File: src/rtl/mem_arbiter.sv
// ---------------------------------------------------------------------------
// mem_arbiter
//
// Lets the instruction-fetch port (read-only) and the data port (read/write)
// share one mem_system. Each transaction goes through a four-state FSM:
// IDLE arbitrates and latches the winning request, ISSUE drives a one-cycle
// Rd/Wr command, WAIT holds until mem_system raises Done and routes the
// response to the granted port, and FAULT is a dead end entered when the
// watchdog fires. Only rst leaves FAULT.
//
// Data has priority. When both ports are requesting, fetch is guaranteed a
// grant after D_MAX_WINS consecutive contended data grants.
//
// Parameters:
//   D_MAX_WINS  contended data grants allowed before fetch is forced (1..15)
//   TIMEOUT     WAIT cycles without m_done before FAULT; 0 disables (0..255)
//
// Ports:
//   clk, rst                      clock, synchronous active-high reset
//   i_rd, i_addr                  fetch request, held until i_done
//   i_data_out, i_done            fetch response, valid for one cycle
//   i_stall, i_cache_hit          fetch pending flag, forwarded CacheHit
//   d_rd, d_wr, d_addr, d_data_in data request, held until d_done
//   d_data_out, d_done            data response, valid for one cycle
//   d_stall, d_cache_hit          data pending flag, forwarded CacheHit
//   m_addr, m_data_in, m_rd, m_wr command to mem_system (ISSUE only)
//   m_data_out, m_done            response from mem_system
//   m_stall                       mem_system Stall (not used for sequencing)
//   m_cache_hit, m_err            mem_system CacheHit and err
//   err                           watchdog sticky | m_err | illegal-op pulse
// ---------------------------------------------------------------------------
module mem_arbiter #(
    parameter int D_MAX_WINS = 4,
    parameter int TIMEOUT    = 64
) (
    input  logic        clk,
    input  logic        rst,

    input  logic        i_rd,
    input  logic [15:0] i_addr,
    output logic [15:0] i_data_out,
    output logic        i_done,
    output logic        i_stall,
    output logic        i_cache_hit,

    input  logic        d_rd,
    input  logic        d_wr,
    input  logic [15:0] d_addr,
    input  logic [15:0] d_data_in,
    output logic [15:0] d_data_out,
    output logic        d_done,
    output logic        d_stall,
    output logic        d_cache_hit,

    output logic [15:0] m_addr,
    output logic [15:0] m_data_in,
    output logic        m_rd,
    output logic        m_wr,
    input  logic [15:0] m_data_out,
    input  logic        m_done,
    input  logic        m_stall,
    input  logic        m_cache_hit,
    input  logic        m_err,

    output logic        err
);

    typedef enum logic [1:0] {
        IDLE  = 2'd0,
        ISSUE = 2'd1,
        WAIT  = 2'd2,
        FAULT = 2'd3
    } state_t;

    localparam logic [3:0] WIN_LIMIT  = 4'(D_MAX_WINS);
    localparam bit         TIMEOUT_EN = (TIMEOUT != 0);
    localparam logic [7:0] TIMER_LAST = 8'(TIMEOUT - 1);

    state_t      state;
    logic        grant_fetch;
    logic        op_wr;
    logic [15:0] addr_q;
    logic [15:0] wdata_q;
    logic [3:0]  win_cnt;
    logic [7:0]  timer;
    logic        err_sticky;

    logic        d_req;
    logic        both_req;
    logic        pick_fetch;
    logic        illegal_op;
    logic        done_now;
    logic        issuing;

    // Stall from mem_system is informational only; the FSM sequences
    // purely on Done.
    logic        unused_m_stall;
    assign unused_m_stall = m_stall;

    // Arbitration decision for the current IDLE cycle. Fetch wins when it is
    // alone, or when data has already taken D_MAX_WINS contended grants in a
    // row. Asserting d_rd and d_wr together is served as a write but flagged
    // on err for that cycle.
    always_comb begin
        d_req      = d_rd | d_wr;
        both_req   = i_rd & d_req;
        pick_fetch = i_rd & (~d_req | (win_cnt == WIN_LIMIT));
        illegal_op = (state == IDLE) & d_rd & d_wr;
        done_now   = (state == WAIT) & m_done;
        issuing    = (state == ISSUE);
    end

    // Command to mem_system is driven only during ISSUE so mem_system sees
    // exactly one Rd/Wr per transaction; the latched fields are zeroed in all
    // other states.
    always_comb begin
        m_rd      = issuing & ~op_wr;
        m_wr      = issuing & op_wr;
        m_addr    = issuing ? addr_q  : 16'h0000;
        m_data_in = issuing ? wdata_q : 16'h0000;
    end

    // Response routing. Done, data and CacheHit pass straight through to the
    // granted port in the same cycle m_done arrives; the other port stays 0.
    always_comb begin
        i_done      = done_now & grant_fetch;
        d_done      = done_now & ~grant_fetch;
        i_data_out  = i_done ? m_data_out  : 16'h0000;
        d_data_out  = d_done ? m_data_out  : 16'h0000;
        i_cache_hit = i_done & m_cache_hit;
        d_cache_hit = d_done & m_cache_hit;
        i_stall     = i_rd & ~i_done;
        d_stall     = d_req & ~d_done;
        err         = err_sticky | m_err | illegal_op;
    end

    // Main FSM. The grant, op, address and write data are captured when the
    // request is accepted so the requester's inputs are free to change while
    // the transaction is in flight. win_cnt counts contended data grants only;
    // any fetch grant or uncontended data grant restarts the count. The
    // watchdog timer starts at ISSUE and trips on its TIMEOUT-th WAIT cycle.
    always_ff @(posedge clk) begin
        if (rst) begin
            state       <= IDLE;
            grant_fetch <= 1'b0;
            op_wr       <= 1'b0;
            addr_q      <= 16'h0000;
            wdata_q     <= 16'h0000;
            win_cnt     <= 4'd0;
            timer       <= 8'd0;
            err_sticky  <= 1'b0;
        end else begin
            case (state)
                IDLE: begin
                    if (i_rd | d_req) begin
                        state <= ISSUE;
                        if (pick_fetch) begin
                            grant_fetch <= 1'b1;
                            op_wr       <= 1'b0;
                            addr_q      <= i_addr;
                            wdata_q     <= 16'h0000;
                            win_cnt     <= 4'd0;
                        end else begin
                            grant_fetch <= 1'b0;
                            op_wr       <= d_wr;
                            addr_q      <= d_addr;
                            wdata_q     <= d_data_in;
                            if (!both_req) begin
                                win_cnt <= 4'd0;
                            end else if (win_cnt != WIN_LIMIT) begin
                                win_cnt <= win_cnt + 4'd1;
                            end
                        end
                    end
                end
                ISSUE: begin
                    state <= WAIT;
                    timer <= 8'd0;
                end
                WAIT: begin
                    if (m_done) begin
                        state <= IDLE;
                    end else if (TIMEOUT_EN && (timer == TIMER_LAST)) begin
                        err_sticky <= 1'b1;
                        state      <= FAULT;
                    end else begin
                        timer <= timer + 8'd1;
                    end
                end
                FAULT: begin
                    state <= FAULT;
                end
                default: begin
                    state <= IDLE;
                end
            endcase
        end
    end

endmodule
File: config.mk
export PLATFORM = sky130hd
export DESIGN_NAME = mem_arbiter
export DESIGN_NICKNAME = d
export VERILOG_FILES = /design/src/rtl/mem_arbiter.sv
export SDC_FILE = /design/constraint.sdc
export NUM_CORES = 1
export LEC_CHECK = 0
export ABC_AREA = 0
export ABC_CLOCK_PERIOD_IN_PS = 2100
export CAP_MARGIN = 20
export CORE_MARGIN = 2
export CORE_UTILIZATION = 35
export CTS_CLUSTER_SIZE = 12
export DETAILED_ROUTE_END_ITERATION = 10
export GPL_ROUTABILITY_DRIVEN = 0
export GPL_TIMING_DRIVEN = 0
export HOLD_SLACK_MARGIN = 0.03
export MAX_ROUTING_LAYER = met4
export PLACE_DENSITY = 0.73
export SLEW_MARGIN = 10
export SYNTH_ARGS = -nofsm -noshare
export SYNTH_HDL_FRONTEND = slang
export SYNTH_SLANG_ARGS = --single-unit
File: constraint.sdc
create_clock -name clk -period 2.1 [get_ports clk]
set_input_delay 0.525 -clock clk [delete_from_list [all_inputs] [get_ports clk]]
set_output_delay 0.525 -clock clk [all_outputs]
set_load 0.03 [all_outputs]
---- Yosys cells after proc, flatten, opt, wreduce, memory -nomap -nowiden ----
Index checks and enable logic that the tools add are counted.
operators by class
  add/subtract/negate cells ............... 2
  equality and inequality tests ........... 11
  muxes and demuxes ....................... 18
  reduce and logical (&&, ||, !) cells .... 7
  bitwise operators ....................... 24
operators by type and width
  cell                                                             number
  16-bit two-way mux                                               6
  8-bit two-way mux                                                2
  8-bit case mux with 2 select lines                               1
  1-bit bitwise AND                                                13
  4-bit two-way mux                                                3
  3-bit AND reduction                                              3
  8-bit by 1-bit adder with 8-bit output, second input constant    1
  8-bit by 6-bit == test with 1-bit output, second input constant  1
  2-bit case mux with 4 select lines                               1
  2-bit two-way mux                                                3
  1-bit inverter                                                   6
  1-bit bitwise OR                                                 5
  4-bit by 1-bit adder with 4-bit output, second input constant    1
  2-bit == test, second input constant                             2
  4-bit by 3-bit == test with 1-bit output, second input constant  1
  2-bit != test, second input constant                             2
  4-bit by 3-bit != test with 1-bit output, second input constant  1
  2-bit AND reduction                                              2
  3-bit by 1-bit != test with 1-bit output, second input constant  1
  3-bit by 2-bit != test with 1-bit output, second input constant  1
  2-bit by 1-bit == test with 1-bit output, second input constant  1
  2-bit zero test                                                  1
  1-bit two-way mux                                                2
  2-bit by 1-bit != test with 1-bit output, second input constant  1
  2-bit nonzero test                                               1
storage, ports and cells
  input bits .............................. 73
  bits in registers ....................... 49

---- Longest topological paths before layout ----
Gate-level depths: netlist of run 1.
  word-level depth ........................ 6
  depth in mapped cells ................... 8
  gate-level depth less buffers ........... 6

---- Worst setup path before layout of run 1 ----
No wires, ideal clock.
  kind .................................... input port to output port
  from .................................... input m_done
  to ...................................... output d_data_out[10]
  required time ........................... 1.575 ns
  slack ................................... -0.218 ns
  cell stages on the path ................. 5
  arrival time ............................ 1.793 ns
  cell sequence ........................... and2b_1 > nand2_1 > nor2_1 > clkbuf_1 > and2_1
on the way
  word-level cells in the longest chain between the ends .. 3
RTL lines
  what                RTL line  text
  from (decl)         60        input logic m_done,
  1-bit bitwise AND   109       done_now = (state == WAIT) & m_done;
  1-bit bitwise AND   127       d_done = done_now & ~grant_fetch;
  net d_done          51        output logic d_done,
  16-bit two-way mux  129       d_data_out = d_done ? m_data_out : 16'h0000;
  to (decl)           50        output logic [15:0] d_data_out,
The timed path passes the listed nets, and every way through them passes these cells.

---- Worst setup path after layout of run 1 ----
  from .................................... register state[0]
  to ...................................... output d_data_out[13]
on the way
  word-level cells in the longest chain between the ends .. 4
RTL lines
  what                    RTL line  text
  from (decl)             79        state_t state;
  from (signal assigned)  144       state <= IDLE;
  from (signal assigned)  156       state <= ISSUE;
  from (signal assigned)  177       state <= WAIT;
  2-bit == test           109
  1-bit bitwise AND       109
  1-bit bitwise AND       127
  16-bit two-way mux      129
No other way between the ends.

==> impl_metrics.ini, run 1 <==
[status]
outcome = complete, but fails checks
violations = setup timing

[worst_setup_path]
startpoint = state[0]
reg2reg_from = win_cnt[0]
arrival_ns = 1.60
worst-endpoint-required_ns = 1.57
rrSetupSlack_ns = 0.16
cp_max_fo = 5
worstSetupStartpointType = flop
r2r_end = wdata_q[9]
critical_path_class = flop to output port
rr_worst_depth = 8
cp-end-kind = output port

[placed_design]
place_inst = 593
port_buffers = 143
dp_hpwl_um = 6700

[sta]
finalCriticalPeriod_ns = 2.12
rsz0062_at_grt = yes
timing.final.crit_share_pct = 101
worst_pin_slew_ns = 0.579
slew_viol_final = 0
setup_slack_ns = -0.0234
slew-limit-headroom_pct = 61.4
setup_viol = 4
finClkSkew_ns = 0.00980
hold_violations = 0
fmax_ghz = 0.471

[routing]
drc = 0
ant_nets = 0
avgRoutedWirePerCell_um = 15.2
drt_iter0_markers = 198
vias = 3129
routed_wirelength_um = 9300
avgViaCountPerCell = 5.10
first_pass_iters = 4

[synthesis]
synthFlopType = dfxtp_1
syn-cell-area_mm2 = 0.00270
synth_top_area_share_pct = 36.4
syn_nets = 424
synth_seq_cells = 49
synthTopCellsByCount = and2_1 (67), dfxtp_1 (49), nor3_1 (33), nor2_1 (30), nand3_1 (24)
synth_most_common_cell = and2_1
async_flop_share_pct = 0
syn-mean-instance-area_um2 = 7.75
synth_area_leaders = dfxtp_1 (36%), and2_1 (16%), nor3_1 (6.1%)
synth_edf_count = 0
yosysTopAreaCell = dfxtp_1
ys_types = 49
ys_seq_area_share_pct = 36.4
syn-instance-count = 348
yosysWarnings = 0

[final_layout]
fill_cells = 670
drive_above_1_share_pct = 31.1
synthToLayoutAreaGrowth_pct = 68.5
fin_util_pct = 59.8
n_antenna_cell = 0
nets = 586
finalNonFillerCells = 613

[clock_tree]
ctsRootBufferMaster = clkbuf_8
clkLatencyLatePin_ns = 0.31
clkSinkCount = 49
postCtsHoldBufs = 0
ctsLongestPathBuffers = 2
h-tree-depth = 2
cts_tree = done
numCtsBuffers = 5
clkTransAtPathRegs_ns = 0.09

[floorplan]
coreArea_mm2 = 0.00761
start_util_pct = 35.5
row_count = 32
die_h_um = 91.8
die_area_mm2 = 0.00843
io-pin-count = 146
dieWidth_um = 91.8

[worst_hold_path]
hp-start = wdata_q[2]
min_delay_worst_endpoint = wdata_q[2]
whs_path_depth = 2
hold_path_class = flop to flop

[grt]
overflow = 0
grt_max_degree = 17
groute.usage.overall_pct = 20.9
antenna_found_initial = 0
grt_pass1_vias = 2843
grt_pass1_wl_um = 13900

[power_and_ir_drop]
power_density_mw_per_mm2 = 564
peakVddDrop_uv = 348
leakagePower_nw = 1.91

[flow_run]
cap_viol_max_count = 0
[timing repair]
item | CTS | global route
resized for setup | 427 | 94
setup buffers | 5 | 6
endpoints found under the setup margin | 85 | 71
cloned | 0 | 3
pin swaps | 2 | 15
[critical path, stage by stage, from the launching register on]
cell       delay, ns
dfxtp_4         0.37
and2b_2         0.23
nand2_2         0.06
nor2_4          0.19
clkbuf_16       0.18
and2_4          0.14
buf_6           0.12
[cells in the final DEF, fill, tap and decap left out, drive strengths merged, types with 16 or more instances in the layout]
cell	count
buf	90
and2	67
clkdlybuf4s50	66
dfxtp	49
nor3	33
nor2	31
clkbuf	28
nand3	24
nand2	23
a21oi	20
nor4	16
[per-stage QoR]
step	hold slack [ns]	area [µm²]	setup TNS [ns]	setup slack, ns	power [mW]
after floorplan	0.427	2720	0	0.0142	1.56
after global placement	0.433	4280	-69.20	-1.23	1.91
after detailed placement	0.440	4280	-71.28	-1.28	1.92
after CTS	0.451	4290	-2.48	-0.142	2.51
after global routing	0.475	4550	-0.991	-0.0810	2.68
final	0.448	4550	-0.0674	-0.0234	2.57
[cells by family after synthesis]
logic type               Yosys count  synth area share, %
adder cells (fa/ha/maj)            3                 1.39
flip-flops                        49                 36.4
buffers and inverters             31                 5.61
AO/OA/AOI/OAI                     48                 12.4
multiplexers                       1                0.417
AND/OR/NAND/NOR                  216                 43.8
[power breakdown]
part | internal (mW) | total (mW) | switching (mW) | leakage (nW)
registers | 1.02 | 1.06 | 0.0435 | 0.404
logic | 0.435 | 0.927 | 0.492 | 1.46
clock network | 0.237 | 0.575 | 0.338 | 0.0445
total | 1.69 | 2.57 | 0.874 | 1.91
[area by class of cell]
| type | instances | area (µm²) | area share, % |
|---|---|---|---|
| inverters | 2 | 7.51 | 0.165 |
| repair buffers | 157 | 1480 | 32.6 |
| well taps | 102 | 128 | 2.81 |
| multi-input cells | 268 | 1660 | 36.6 |
| clock inverters | 3 | 21.3 | 0.468 |
| clock buffers | 5 | 68.8 | 1.51 |
| flip-flops and latches | 49 | 986 | 21.7 |
| plain buffers | 27 | 190 | 4.18 |
[sequential cells by signal (all words and copies together) (netlist names)]
name,count
addr_q,16
wdata_q,16
timer,8
win_cnt,4
state,2
err_sticky,1
grant_fetch,1
op_wr,1
[metal layers]
layer | track usage, % | wire length, µm
met5 | - | 0
met4 | 5.60 | 121
met3 | 3.29 | 571
met1 | 25.1 | 3970
met2 | 36.4 | 4640
[worst max-delay path by stage]
stage                                 to  depth (start not counted)
after detailed placement   d_data_out[6]                          7
after CTS                  i_data_out[8]                          6
final                     d_data_out[13]                          6
after floorplan           d_data_out[10]                          5
after global routing      d_data_out[13]                          6
after global placement    d_data_out[11]                          7
(Power assumes the default switching activity.)
==> run 2, diff against run 1 <==
- HOLD_SLACK_MARGIN: 0.03 -> 0.12
==> results of run 2 <==
No change in the layout: final DEF, timing and power equal those of run 1.
